==> config.mk <==
export PLATFORM = sky130hd
export DESIGN_NAME = mouse_cmd_arbiter
export DESIGN_NICKNAME = d
export VERILOG_FILES = /design/src/rtl/mouse_cmd_pkg.sv /design/src/rtl/rr_arbiter.sv /design/src/rtl/mouse_cmd_arbiter.sv
export SDC_FILE = /design/constraint.sdc
export NUM_CORES = 1
export LEC_CHECK = 0
export ABC_AREA = 1
export CORE_ASPECT_RATIO = 0.5
export CORE_UTILIZATION = 33
export CTS_CLUSTER_SIZE = 16
export DETAILED_ROUTE_END_ITERATION = 10
export DONT_BUFFER_PORTS = 1
export PLACE_DENSITY = 0.46
export SYNTH_ARGS = -nofsm -noshare
export SYNTH_HDL_FRONTEND = slang
export SYNTH_SLANG_ARGS = --single-unit
==> constraint.sdc <==
create_clock -name clk -period 14.14 [get_ports clk]
set_clock_uncertainty 0.15 [all_clocks]
set_input_delay 1.414 -clock clk [delete_from_list [all_inputs] [get_ports clk]]
set_output_delay 1.414 -clock clk [all_outputs]
set_load 0.02 [all_outputs]
==> src/rtl/mouse_cmd_pkg.sv <==
// Shared definitions for the MouseCtl command arbiter: opcodes, FSM states
// and the opcode-to-strobe decode.
package mouse_cmd_pkg;

   localparam int VAL_W = 12;

   localparam logic [2:0] OP_SETMAX_X = 3'd0;
   localparam logic [2:0] OP_SETMAX_Y = 3'd1;
   localparam logic [2:0] OP_SETMIN_X = 3'd2;
   localparam logic [2:0] OP_SETMIN_Y = 3'd3;
   localparam logic [2:0] OP_SET_X    = 3'd4;
   localparam logic [2:0] OP_SET_Y    = 3'd5;

   typedef enum logic [1:0] {
      ST_IDLE  = 2'd0,
      ST_ISSUE = 2'd1,
      ST_HOLD  = 2'd2
   } state_t;

   function automatic logic op_legal(input logic [2:0] op);
      return op <= OP_SET_Y;
   endfunction

   // Bit n of the result is the strobe for opcode n; illegal opcodes decode to none.
   function automatic logic [5:0] op_strobe(input logic [2:0] op);
      return op_legal(op) ? 6'(1 << op) : 6'd0;
   endfunction

endpackage

==> src/rtl/rr_arbiter.sv <==
// Combinational round-robin pick: first asserted request above ptr, wrapping.
module rr_arbiter #(
   parameter int N_REQ = 3
) (
   input  logic [N_REQ-1:0] req,
   input  logic [1:0]       ptr,
   output logic [N_REQ-1:0] grant,
   output logic [1:0]       grant_idx,
   output logic             found
);

   int best_d;
   int d;

   // d is the search distance from ptr+1; the smallest distance among valid requests wins.
   always_comb begin
      best_d    = N_REQ;
      d         = 0;
      grant_idx = '0;
      for (int i = 0; i < N_REQ; i++) begin
         d = (i + 2 * N_REQ - 1 - int'(ptr)) % N_REQ;
         if (req[i] && d < best_d) begin
            best_d    = d;
            grant_idx = 2'(i);
         end
      end
      found = best_d < N_REQ;
      grant = '0;
      for (int i = 0; i < N_REQ; i++) begin
         grant[i] = found && (grant_idx == 2'(i));
      end
   end

endmodule

==> src/rtl/mouse_cmd_arbiter.sv <==
// Shares the MouseCtl configuration port between N_REQ requesters: round-robin
// accept, one strobe per legal command, then GAP idle cycles of hold-off.
module mouse_cmd_arbiter #(
   parameter int N_REQ = 3,
   parameter int GAP   = 2,
   parameter int VAL_W = mouse_cmd_pkg::VAL_W
) (
   input  logic                   clk,
   input  logic                   rst,
   input  logic [N_REQ-1:0]       req_valid,
   input  logic [3*N_REQ-1:0]     req_op,
   input  logic [VAL_W*N_REQ-1:0] req_value,
   output logic [N_REQ-1:0]       req_ready,
   output logic [VAL_W-1:0]       value,
   output logic                   setmax_x,
   output logic                   setmax_y,
   output logic                   setmin_x,
   output logic                   setmin_y,
   output logic                   set_x,
   output logic                   set_y,
   output logic [1:0]             grant_id,
   output logic                   busy,
   output logic                   err_op,
   output mouse_cmd_pkg::state_t  state
);

   import mouse_cmd_pkg::*;

   localparam logic [3:0] GAP_LOAD = (GAP > 0) ? 4'(GAP - 1) : 4'd0;

   logic [1:0]       ptr;
   logic [N_REQ-1:0] win;
   logic [1:0]       win_idx;
   logic             win_found;
   logic [2:0]       win_op;
   logic [VAL_W-1:0] win_value;
   logic [5:0]       strb;
   logic [3:0]       cnt;

   rr_arbiter #(.N_REQ(N_REQ)) u_rr (
      .req       (req_valid),
      .ptr       (ptr),
      .grant     (win),
      .grant_idx (win_idx),
      .found     (win_found)
   );

   // Handshake: a requester holds valid/op/value until it sees ready; the
   // transfer happens on the clock edge where both are high. Ready is only
   // offered in IDLE, to the single round-robin winner.
   assign req_ready = (state == ST_IDLE) ? win : '0;

   always_comb begin
      win_op    = '0;
      win_value = '0;
      for (int i = 0; i < N_REQ; i++) begin
         if (win_idx == 2'(i)) begin
            win_op    = req_op[3*i +: 3];
            win_value = req_value[VAL_W*i +: VAL_W];
         end
      end
   end

   always_ff @(posedge clk) begin
      if (rst) begin
         state    <= ST_IDLE;
         strb     <= '0;
         value    <= '0;
         grant_id <= '0;
         err_op   <= 1'b0;
         cnt      <= '0;
         ptr      <= 2'(N_REQ - 1);
      end else begin
         case (state)
            ST_IDLE: begin
               if (win_found) begin
                  ptr      <= win_idx;
                  grant_id <= win_idx;
                  if (op_legal(win_op)) begin
                     strb  <= op_strobe(win_op);
                     value <= win_value;
                     state <= ST_ISSUE;
                  end else begin
                     err_op <= 1'b1;
                  end
               end
            end
            ST_ISSUE: begin
               strb <= '0;
               if (GAP > 0) begin
                  cnt   <= GAP_LOAD;
                  state <= ST_HOLD;
               end else begin
                  state <= ST_IDLE;
               end
            end
            ST_HOLD: begin
               if (cnt == 4'd0) state <= ST_IDLE;
               else             cnt   <= cnt - 4'd1;
            end
            default: state <= ST_IDLE;
         endcase
      end
   end

   assign busy     = (state != ST_IDLE);
   assign setmax_x = strb[OP_SETMAX_X];
   assign setmax_y = strb[OP_SETMAX_Y];
   assign setmin_x = strb[OP_SETMIN_X];
   assign setmin_y = strb[OP_SETMIN_Y];
   assign set_x    = strb[OP_SET_X];
   assign set_y    = strb[OP_SET_Y];

endmodule

# == Word level (Yosys, flattened, before mapping) ==
# Cells that the tools add are included.
# Widths: inputs -> output; s select.
# totals
reg_bits,29
input_bits,50
out_inout_bits,27
# classes
addsub,4
div_mod_pow,3
order_cmp,5
n_eq_ne,8
n_shift,1
muxes,21
bitwise_logic,1
reduce_logical,18
# ops
cell,n
$mod 32x3->32 const B,3
$mux 32,3
$lt 32x3->1 const B,2
$lt 32x32->1,2
$mux 12,3
$mux 3,4
$mux 6,2
$pmux 6 s2,1
$reduce_and 3->1,4
$sub 3x2->4 const A,3
$mux 2,4
$pmux 4 s2,1
$logic_and 1x1->1,6
$pmux 2 s3,1
$reduce_bool 2->1,3
$shl 1x3->6 const A,1
$eq 2x1->1 const B,2
$eq 2x2->1 const B,2
$logic_not 2->1,2
$logic_not 4->1,1
$mux 4,1
$ne 2x1->1 const B,2
$ne 2x2->1 const B,2
$reduce_and 2->1,2
4 further kinds,4

# == Longest topological paths before layout ==
# Gate-level depths: netlist of run 1.
# logic_depth
depth_word,19
mapped_depth,41
depth_no_buf,39

# == Modules after synthesis ==
# A second synthesis of run 1 with hierarchy kept.
# unflattened
cells_unflattened,419
area_unflattened_um2,2544.9
# modules_own_cells
module,n_inst,cells_per_inst,area_per_inst_um2,seq_area_each_um2
mouse_cmd_arbiter,1,247,1539.0,560.5
rr_arbiter,1,172,1006.0,0.0

# == Worst setup path before layout of run 1 ==
# No wires, ideal clock.
# synth_path
path_kind,in2out
from,input req_valid[0]
to,output req_ready[0]
arrival_ps,5394
required_time_ps,12576
slack_ps,7182
cell_stages,26
cell_sequence,nand3_1 ha_1 a21oi_1 nand2_1 nand2_1 nor2_1 nor2_1 nand3_1 nand3_1 buf_2 buf_1 buf_1 o21a_1 ha_1 a21oi_1 a21o_1 a21oi_1 a311oi_1 nand3_2 nand3_4 inv_2 nand2_1 nand2_2 nor2_8 inv_1 nor2_1
# synth_via
elab_chain_cells,11
# synth_rtl
item,line,rtl
start: declaration,mouse_cmd_arbiter.sv:10,"input logic [N_REQ-1:0] req_valid,"
$logic_and 1x1->1 (*),rr_arbiter.sv:22,if (req[i] && d < best_d) begin
$mux 32 (*),rr_arbiter.sv:22,
$lt 32x32->1,rr_arbiter.sv:22,
$logic_and 1x1->1,rr_arbiter.sv:22,
$mux 32,rr_arbiter.sv:22,
$lt 32x32->1,rr_arbiter.sv:22,
$logic_and 1x1->1,rr_arbiter.sv:22,
$mux 32 or $mux 2 (tied branches),rr_arbiter.sv:22,
$lt 32x3->1 or $logic_not 2->1 (tied branches),"rr_arbiter.sv:27, rr_arbiter.sv:30",
$logic_and 1x1->1 (*),rr_arbiter.sv:30,grant[i] = found && (grant_idx == 2'(i));
$mux 3 (*),mouse_cmd_arbiter.sv:51,assign req_ready = (state == ST_IDLE) ? win : '0;
end: declaration,mouse_cmd_arbiter.sv:13,"output logic [N_REQ-1:0] req_ready,"
# Mark *: on every way between the ends. The rest lies on a longest branch, timed or not.

==> insert_results.sql, run 1 <==
INSERT INTO impl_metrics (metric_group, metric, value, unit) VALUES
('run_status', 'run_status', 'finished, final reports clean', ''),
('setup_path', 'reg2reg_setup_slack', '7.51', 'ns'),
('floorplan', 'die-height', '64.25', 'um'),
('floorplan', 'placeable_core_region', '7405', 'um^2'),
('synthesis', 'synth_top_area_frac', '0.2192', ''),
('clock_network', 'root_buffer', 'sky130_fd_sc_hd__clkbuf_16', ''),
('flow_run', 'drv_cap', '0', ''),
('synthesis', 'post_synth_xor_area_fraction', '0.006849', ''),
('hold_path', 'min-delay-path-class', 'reg2reg', ''),
('clock_network', 'h-tree-depth', '1', ''),
('setup_path', 'critPathRequiredTime', '12.58', 'ns'),
('hold_path', 'whs_path_depth', '2', ''),
('route', 'vias', '2524', ''),
('timing', 'setup_total_negative_slack', '0', 'ns'),
('synthesis', 'postSynthCellCount', '402', ''),
('synthesis', 'yosys_warnings', '0', ''),
('synthesis', 'synthesis.area_per_instance', '6.362', 'um^2'),
('layout', 'antenna-diode-count', '0', ''),
('setup_path', 'critical_path.endpoint_type', 'output pin', ''),
('setup_path', 'setup.worst_path.class', 'reg2out', ''),
('setup_path', 'worst_setup_path_start_kind', 'flop', ''),
('synthesis', 'yosys-top-cells-area', 'sky130_fd_sc_hd__dfxtp_1 (22%), sky130_fd_sc_hd__ha_1 (15%), sky130_fd_sc_hd__nand2_1 (15%)', ''),
('global_route', 'first_global_vias', '2233', ''),
('hold_path', 'hp-start', 'cnt[1]', ''),
('synthesis', 'synth_fa_ha_area_frac', '0.1517', ''),
('timing', 'setup_violations', '0', ''),
('synthesis', 'synth_compound_gate_area_share', '0.09638', ''),
('setup_path', 'cp_data_arrival_time', '6.59', 'ns'),
('synthesis', 'synth_top_family_by_area', 'simple AND/OR/NAND/NOR gates', ''),
('layout', 'final_layout_size_suffix_gt1_frac', '0.04592', ''),
('clock_network', 'cts_buffer_depth', '2', ''),
('layout', 'layout.nets', '474', ''),
('route', 'post_drt_via_cell_ratio', '5.172', ''),
('synthesis', 'synth_top_cell_by_area', 'sky130_fd_sc_hd__dfxtp_1', ''),
('global_route', 'grt_remaining_overflow', '0', ''),
('clock_network', 'cts_buffers', '3', ''),
('synthesis', 'muxShareOfSynthArea', '0', ''),
('synthesis', 'post_synth_num_cell_types', '34', ''),
('synthesis', 'synth-main-ff-cell', 'sky130_fd_sc_hd__dfxtp_1', ''),
('floorplan', 'rows', '22', ''),
('timing', 'post-route-period-util', '0.5768', ''),
('placement', 'post_dp_cell_area', '2596', 'um^2'),
('setup_path', 'worst_path_largest_cell_delay', '0.65', 'ns'),
('route', 'totalWireLength', '6.879', 'mm'),
('synthesis', 'synthSimpleGateAreaFrac', '0.4163', ''),
('global_route', 'global_route_wire_length_before_repair', '11.24', 'mm'),
('setup_path', 'worst-r2r-cell-count', '34', ''),
('setup_path', 'rr_endpoint', 'strb[3]', ''),
('timing', 'highest_clock_rate', '0.1226', 'GHz'),
('global_route', 'grt_use_total', '0.1736', ''),
('synthesis', 'synth_area', '2557', 'um^2'),
('timing', 'period_minus_slack', '8.155', 'ns'),
('hold_path', 'whs_endpoint', 'cnt[1]', ''),
('global_route', 'number_of_antenna_violations_at_the_first_check_in_global_routing', '0', ''),
('layout', 'finalInstanceArea', '2701', 'um^2'),
('clock_network', 'clock-sinks', '28', ''),
('synthesis', 'synth_enable_flop_cells', '0', ''),
('clock_network', 'cts_hold_buf', '0', ''),
('synthesis', 'synth_seq_cells', '28', ''),
('setup_path', 'cp-startpoint', 'grant_id[0]', ''),
('setup_path', 'worst_path_max_delay_cell', 'sky130_fd_sc_hd__dfxtp_1', ''),
('route', 'detailedRoute.firstPassIterationCount', '5', ''),
('timing', 'grt_setup_unrepaired', 'false', ''),
('synthesis', 'ffs_w_async_s_r_synth', '0', ''),
('route', 'drc_errors', '0', ''),
('synthesis', 'most_instantiated_library_cell_after_synthesis', 'sky130_fd_sc_hd__nand2_1', ''),
('route', 'routedWlPerCell', '14.10', 'um'),
('timing', 'hold_violations', '0', ''),
('setup_path', 'reg2reg_from', 'grant_id[0]', ''),
('floorplan', 'initial_core_util', '0.3454', ''),
('clock_network', 'postCtsSetupBuffers', '0', '');
layout by cell type, fill, tap and decap left out:
cell,count
sky130_fd_sc_hd__nand2_1,103
sky130_fd_sc_hd__nand3_1,72
sky130_fd_sc_hd__inv_1,46
sky130_fd_sc_hd__nor2_1,34
sky130_fd_sc_hd__ha_1,31
sky130_fd_sc_hd__a21oi_1,28
sky130_fd_sc_hd__dfxtp_1,28
sky130_fd_sc_hd__o21a_1,7
sky130_fd_sc_hd__nand4_1,6
sky130_fd_sc_hd__o21ai_0,4
sky130_fd_sc_hd__nand2_2,3
sky130_fd_sc_hd__clkbuf_16,3
sky130_fd_sc_hd__inv_2,2
sky130_fd_sc_hd__and3_1,2
sky130_fd_sc_hd__nor3_1,2
sky130_fd_sc_hd__nand3_2,2
sky130_fd_sc_hd__nand2_4,2
sky130_fd_sc_hd__xor2_1,2
sky130_fd_sc_hd__conb_1,2
sky130_fd_sc_hd__and2_1,1
sky130_fd_sc_hd__o311a_1,1
sky130_fd_sc_hd__a21o_1,1
sky130_fd_sc_hd__a311oi_1,1
sky130_fd_sc_hd__nand3_4,1
sky130_fd_sc_hd__nor2_8,1
sky130_fd_sc_hd__nor2_4,1
sky130_fd_sc_hd__clkinv_1,1
sky130_fd_sc_hd__o211ai_1,1
sky130_fd_sc_hd__nand3b_1,1
sky130_fd_sc_hd__or2_2,1
sky130_fd_sc_hd__bufinv_16,1
sky130_fd_sc_hd__buf_4,1
cell families (layout without fill, tap and decap cells):
logic type | Yosys count | count (layout)
and+or+nand+nor | 232 | 232
buffers and inverters | 65 | 54
AOI/OAI and AO/OA | 43 | 43
adders and majority gates | 31 | 31
DFF | 28 | 28
xor gates and xnor gates | 2 | 2
other | 1 | 2
sequential cells by signal, summed over array words and instances (netlist names):
register  count
cnt           4
err_op        1
grant_id      2
ptr           1
state         2
strb          6
value        12
metrics by stage:
stage	hold slack, ns	worst slack [ns]	std cells
6_report	0.3183	5.985	488
5_1_grt	0.3526	5.311	488
4_1_cts	0.3197	6.027	488
3_5_place_dp	0.3061	6.239	484
3_3_place_gp	0.2933	6.412	484
2_1_floorplan	0.2902	7.182	403
worst max-delay path, delay by kind of cell, from the launching register on:
kind	cells	cell delay (ns)
and+or+nand+nor	16	2.75
adders and majority gates	3	0.98
AOI/OAI and AO/OA	5	0.92
buffers and inverters	6	1.02
DFF	1	0.65
per-layer routing:
metal	vias up	wire length (um)	part of all wire	GRT usage
met5	-	0	0	0
met4	0	85	0.012	0.04970
met3	7	385	0.056	0.02429
met2	58	3073	0.45	0.2721
met1	1173	3335	0.48	0.2461
li1	1286	-	-	-
how the worst max path moves through the flow:
stage | endpoint
floorplan | req_ready[0]
global placement | req_ready[0]
detailed placement | req_ready[0]
CTS | req_ready[0]
global route | req_ready[0]
finish | req_ready[0]
area by class of cell:
class / instances / area [um^2]
fillers: 823 / 4703
multi-input cells: 310 / 1724
flip-flops and latches: 28 / 560.5
inverters: 49 / 183.9
well taps: 96 / 120.1
clock buffers: 3 / 75.07
clock inverters: 1 / 30.03
repair buffers: 1 / 7.507
Power of run 1 is not shown: default switching activity piles up to over one toggle a cycle in this logic, so the estimate is an artifact.
==> run 2, diff against run 1 <==
- PLACE_DENSITY: 0.46 -> 0.47
- clock period: 14.14 -> 6.75 ns (I/O delays scaled with it)
==> run 2 against run 1 <==
Compared with the run above: worst setup slack worse by 5.4 ns; non-clock buffer count up 6; largest cell class unchanged; sequential cell count unchanged; critical path depth up 1; global-route usage down 1.3 points; register-to-register slack worse by 6.3 ns; sequential share of layout area down 0.41 points.
==> insert_results.sql, run 2 (synthesized netlist as in run 1, its figures left out) <==
INSERT INTO impl_metrics (metric_group, metric, value, unit) VALUES
('run_status', 'run_status', 'finished, final reports clean', ''),
('clock_network', 'clock-sinks', '28', ''),
('setup_path', 'cp_data_arrival_time', '5.32', 'ns'),
('hold_path', 'whs_endpoint', 'cnt[3]', ''),
('setup_path', 'worst_path_max_delay_cell', 'sky130_fd_sc_hd__dfxtp_1', ''),
('timing', 'highest_clock_rate', '0.1626', 'GHz'),
('layout', 'mostFrequentLayoutCells', 'sky130_fd_sc_hd__nand2_1 (102), sky130_fd_sc_hd__nand3_1 (71), sky130_fd_sc_hd__inv_1 (45)', ''),
('global_route', 'fraction_of_met2_tracks_used_by_global_routing', '0.2583', ''),
('setup_path', 'rr_endpoint', 'strb[3]', ''),
('timing', 'setup_total_negative_slack', '0', 'ns'),
('clock_network', 'worstSkewPairLatency', '0.26', 'ns'),
('route', 'post_drt_via_cell_ratio', '4.994', ''),
('global_route', 'grt_start_max_net_pins', '33', ''),
('clock_network', 'cts_buffers', '3', ''),
('timing', 'setup_violations', '0', ''),
('setup_path', 'reg2reg_setup_slack', '1.20', 'ns'),
('global_route', 'globalRoute.busiestLayer', 'met2', ''),
('floorplan', 'initial_core_util', '0.3454', ''),
('floorplan', 'die-height', '64.25', 'um'),
('setup_path', 'reg2reg_from', 'ptr[1]', ''),
('clock_network', 'cts_hold_buf', '0', ''),
('setup_path', 'worst-r2r-cell-count', '34', ''),
('layout', 'layout.nets', '480', ''),
('global_route', 'number_of_antenna_violations_at_the_first_check_in_global_routing', '0', ''),
('layout', 'areaGrowthSynthToFinish', '7.975', '%'),
('clock_network', 'clk_transition_reported_paths', '0.07', 'ns'),
('global_route', 'globalRouteMet3Util', '0.03434', ''),
('timing', 'slew_violations', '0', ''),
('flow_run', 'drv_cap', '0', ''),
('timing', 'worst_slew_margin_rel', '0.6661', ''),
('global_route', 'grt_use_total', '0.1605', ''),
('route', 'totalWireLength', '6.643', 'mm'),
('route', 'detailedRoute.firstPassIterationCount', '4', ''),
('global_route', 'global_route_wire_length_before_repair', '10.52', 'mm'),
('placement', 'hpwl', '5.228', 'mm'),
('clock_network', 'root_buffer', 'sky130_fd_sc_hd__clkbuf_16', ''),
('hold_path', 'whs_path_depth', '2', ''),
('timing', 'post-route-period-util', '0.9110', ''),
('clock_network', 'h-tree-depth', '1', ''),
('placement', 'buffer_ports.inserted', '0', ''),
('global_route', 'grt_remaining_overflow', '0', ''),
('timing', 'grt_setup_unrepaired', 'false', ''),
('layout', 'layout.filler_cells', '789', ''),
('setup_path', 'setup.worst_path.class', 'reg2out', ''),
('setup_path', 'worst_setup_path_start_kind', 'flop', ''),
('floorplan', 'placeable_core_region', '7405', 'um^2'),
('route', 'drt.antenna.violating_nets', '0', ''),
('timing', 'worst_slew_pin_slew', '0.5004', 'ns'),
('global_route', 'first_global_vias', '2131', ''),
('layout', 'biggestRegsByFlops', 'value x12, strb x6, cnt x4', ''),
('hold_path', 'hp-start', 'cnt[3]', ''),
('layout', 'largest_reg_flops', '12', ''),
('floorplan', 'dieArea', '8127', 'um^2'),
('setup_path', 'worstPathMaxFanout', '17', ''),
('hold_path', 'min-delay-path-class', 'reg2reg', ''),
('layout', 'most_flop_heavy_register', 'value', ''),
('floorplan', 'rows', '22', ''),
('timing', 'hold_violations', '0', ''),
('setup_path', 'worst_path_largest_cell_delay', '0.47', 'ns'),
('layout', 'layout_commonest_cell', 'sky130_fd_sc_hd__nand2_1', ''),
('layout', 'antenna-diode-count', '0', ''),
('route', 'vias', '2467', ''),
('setup_path', 'critPathRequiredTime', '5.92', 'ns'),
('setup_path', 'critical_path.most_common_cell', 'sky130_fd_sc_hd__nand2_1', ''),
('global_route', 'use_met1', '0.2263', ''),
('setup_path', 'critical_path.endpoint_type', 'output pin', ''),
('clock_network', 'tritoncts_clock_tree', 'done', ''),
('placement', 'place_congestion', '0.8196', ''),
('timing', 'period_minus_slack', '6.149', 'ns'),
('clock_network', 'cts_buffer_depth', '2', ''),
('route', 'drt_iter0_markers', '107', ''),
('route', 'drc_errors', '0', ''),
('route', 'routedWlPerCell', '13.45', 'um'),
('floorplan', 'dieWidth', '126.5', 'um'),
('layout', 'final_layout_size_suffix_gt1_frac', '0.07286', ''),
('floorplan', 'io-pin-count', '77', '');
[run 2: worst max path at each step]
stage | cells after the start | end | startpoint
CTS | 28 | req_ready[0] | grant_id[0]
global placement | 27 | req_ready[0] | grant_id[0]
floorplan | 30 | req_ready[0] | ptr[1]
finish | 31 | req_ready[0] | ptr[1]
detailed placement | 28 | req_ready[0] | grant_id[0]
global route | 31 | req_ready[0] | ptr[1]
[run 2: stage by stage]
| stage | cell area, um^2 | cells | util | setup slack (ns) | hold WS, ns |
|---|---|---|---|---|---|
| final | 2761 | 494 | 0.3729 | 0.6006 | 0.3056 |
| after global routing | 2761 | 494 | 0.3729 | 0.01450 | 0.3091 |
| after CTS | 2746 | 494 | 0.3709 | 0.1260 | 0.3090 |
| after detailed placement | 2611 | 486 | 0.3527 | 0.1789 | 0.2983 |
| after global placement | 2611 | 486 | 0.3527 | 0.3984 | 0.2955 |
| after floorplan | 2561 | 403 | - | 0.9424 | 0.2902 |
[run 2: critical path: cells and delay by family, from the launching register on]
kind	cells	cell delay, ns
DFF	1	0.47
and+or+nand+nor	16	2.05
adders and majority gates	3	0.87
AOI/OAI and AO/OA	5	0.71
buffers and inverters	7	0.95
[run 2: final cells by class]
| cell class | count | area (um^2) | area share |
|---|---|---|---|
| multi-input combinational | 310 | 1738 | 0.6294 |
| inverter | 49 | 183.9 | 0.06661 |
| timing repair buffer | 7 | 52.55 | 0.01903 |
| clock buffer | 3 | 75.07 | 0.02719 |
| tap | 96 | 120.1 | 0.04350 |
| sequential | 28 | 561.8 | 0.2034 |
| clock inverter | 1 | 30.03 | 0.01087 |
[run 2: layer usage]
metal  up-vias  routed length (um)
met3         2                 320
li1       1300                   -
met2        46                3021
met1      1119                3285
met5         -                   0
met4         0                  15
[run 2: what timing repair did]
| item | 4_1_cts | 5_1_grt |
|---|---|---|
| gates cloned | 0 | 0 |
| endpoints found under the setup margin | 3 | 3 |
| setup buffers | 4 | 0 |
| resized for setup | 0 | 5 |
| pin swaps | 1 | 0 |
Power of run 2 is left out for the same reason.
==> run 3, diff against run 2 <==
- PLACE_DENSITY: 0.47 -> 0.46
- clock period: 6.75 -> 6.4 ns (I/O delays scaled with it)
==> run 3 against run 2 <==
Compared with the run above: first-iteration DRC count increased by 59%; wire length is 1.1% higher; via count up 2.2%; count of clock-buffer cells in the layout rose by 1; global-route usage rose by 0.62 points; cell count increased by 0.20%; non-clock buffer count is 1 higher; highest routed layer unchanged.
==> insert_results.sql, run 3 (synthesized netlist as in run 1, its figures left out) <==
INSERT INTO impl_metrics (metric_group, metric, value, unit) VALUES
('layout', 'layout.nets', '481', ''),
('floorplan', 'dieWidth', '126.5', 'um'),
('clock_network', 'cts_buffer_depth', '2', ''),
('setup_path', 'number_of_buffers_and_inverters_on_the_critical_path', '7', ''),
('placement', 'place_congestion', '0.8847', ''),
('timing', 'slew_violations', '0', ''),
('layout', 'biggestRegsByFlops', 'value x12, strb x6, cnt x4', ''),
('setup_path', 'worst_path_largest_cell_delay', '0.38', 'ns'),
('layout', 'mostFrequentLayoutCells', 'sky130_fd_sc_hd__nand2_1 (102), sky130_fd_sc_hd__nand3_1 (72), sky130_fd_sc_hd__inv_1 (45)', ''),
('floorplan', 'dieArea', '8127', 'um^2'),
('clock_network', 'worstSkewPairLatency', '0.26', 'ns'),
('setup_path', 'setup.worst_path.class', 'reg2out', ''),
('setup_path', 'worst_path_max_delay_cell', 'sky130_fd_sc_hd__ha_1', ''),
('route', 'totalWireLength', '6.714', 'mm'),
('global_route', 'first_global_vias', '2264', ''),
('timing', 'period_minus_slack', '5.849', 'ns'),
('route', 'post_drt_via_cell_ratio', '5.093', ''),
('setup_path', 'cp_data_arrival_time', '5.06', 'ns'),
('timing', 'setup_violations', '0', ''),
('global_route', 'number_of_antenna_violations_at_the_first_check_in_global_routing', '0', ''),
('clock_network', 'root_buffer', 'sky130_fd_sc_hd__clkbuf_16', ''),
('floorplan', 'die-height', '64.25', 'um'),
('global_route', 'grt_start_max_net_pins', '33', ''),
('layout', 'layout_commonest_cell', 'sky130_fd_sc_hd__nand2_1', ''),
('placement', 'hpwl', '5.277', 'mm'),
('timing', 'setup_total_negative_slack', '0', 'ns'),
('floorplan', 'rows', '22', ''),
('hold_path', 'whs_path_depth', '1', ''),
('timing', 'post-route-period-util', '0.9139', ''),
('flow_run', 'drv_cap', '0', ''),
('timing', 'grt_setup_unrepaired', 'false', ''),
('layout', 'seq_area', '560.5', 'um^2'),
('floorplan', 'initial_core_util', '0.3454', ''),
('setup_path', 'critical_path.endpoint_type', 'output pin', ''),
('floorplan', 'io-pin-count', '77', ''),
('layout', 'final_layout_size_suffix_gt1_frac', '0.07018', ''),
('setup_path', 'worst-r2r-cell-count', '33', ''),
('timing', 'highest_clock_rate', '0.1710', 'GHz'),
('route', 'vias', '2521', ''),
('clock_network', 'clk_transition_reported_paths', '0.07', 'ns'),
('run_status', 'run_status', 'finished, final reports clean', ''),
('clock_network', 'tritoncts_clock_tree', 'done', ''),
('global_route', 'global_route_wire_length_before_repair', '10.90', 'mm'),
('setup_path', 'cp.depth', '30', ''),
('setup_path', 'critical_path.most_common_cell', 'sky130_fd_sc_hd__nand2_1', ''),
('clock_network', 'clock-sinks', '28', ''),
('setup_path', 'worstPathMaxFanout', '28', ''),
('setup_path', 'critPathRequiredTime', '5.61', 'ns'),
('layout', 'antenna-diode-count', '0', ''),
('clock_network', 'h-tree-depth', '1', ''),
('route', 'drt.antenna.violating_nets', '0', ''),
('timing', 'hold_violations', '0', ''),
('route', 'routedWlPerCell', '13.56', 'um'),
('layout', 'largest_reg_flops', '12', ''),
('layout', 'layout.filler_cells', '811', ''),
('placement', 'buffer_ports.inserted', '0', ''),
('layout', 'areaGrowthSynthToFinish', '7.828', '%'),
('clock_network', 'cts_hold_buf', '0', ''),
('route', 'drt_iter0_markers', '170', ''),
('layout', 'most_flop_heavy_register', 'value', ''),
('setup_path', 'worst_path_dominant_cell_family', 'simple AND/OR/NAND/NOR gates', ''),
('floorplan', 'placeable_core_region', '7405', 'um^2'),
('hold_path', 'min-delay-path-class', 'in2reg', ''),
('route', 'detailedRoute.firstPassIterationCount', '5', ''),
('route', 'drc_errors', '0', ''),
('global_route', 'grt_use_total', '0.1667', ''),
('global_route', 'grt_remaining_overflow', '0', ''),
('layout', 'multi_input_comb_area', '1738', 'um^2'),
('clock_network', 'cts_buffers', '3', ''),
('setup_path', 'worst_setup_path_start_kind', 'flop', '');
## run 3: final cells by class
cell class / instances / area share
Sequential cell: 28 / 0.2033
Clock buffer: 4 / 0.03221
Multi-Input combinational cell: 310 / 0.6302
Timing Repair Buffer: 8 / 0.02314
Tap cell: 96 / 0.04356
Inverter: 49 / 0.06760
## run 3: worst reg2reg max path, delay by kind of cell (launching register included)
family	cells	cell delay [ns]
and+or+nand+nor	21	2.24
adders and majority gates	3	0.97
buffers and inverters	5	0.88
DFF	1	0.34
AOI/OAI and AO/OA	4	0.80
## run 3: repair_timing
| item | in CTS | in global routing |
|---|---|---|
| resized for setup | 0 | 7 |
| setup buffers | 0 | 4 |
| endpoints found under the setup margin | 0 | 22 |
## run 3: per-stage QoR
step / utilization / hold WS [ns] / setup slack [ns] / cells / area, um^2
final: 0.3724 / 0.2918 / 0.5509 / 495 / 2758
after global routing: 0.3724 / 0.2802 / 0.02718 / 495 / 2758
after CTS: 0.3657 / 0.2840 / 0.02885 / 491 / 2708
after detailed placement: 0.3537 / 0.3007 / 0.3307 / 487 / 2619
after global placement: 0.3537 / 0.2969 / 0.4903 / 487 / 2619
after floorplan: - / 0.2902 / 0.6274 / 403 / 2561
## run 3: worst paths after layout
| check | from | endpoint | slack, ns |
|---|---|---|---|
| worst max-delay path | grant_id[0] | req_ready[0] | 0.55 |
| worst min-delay path | rst | cnt[1] | 0.29 |
| worst max register to register | grant_id[0] | strb[4] | 0.90 |
| worst min register to register | cnt[3] | cnt[3] | 0.31 |
## run 3: per-layer routing
layer  vias up  wire [um]  global-route usage
met2        62       3055              0.2742
met3         8        414             0.03099
met5         -          0                   0
met4         0         77             0.03614
li1       1306          -                   -
met1      1145       3167              0.2262
Power of run 3 is left out for the same reason.
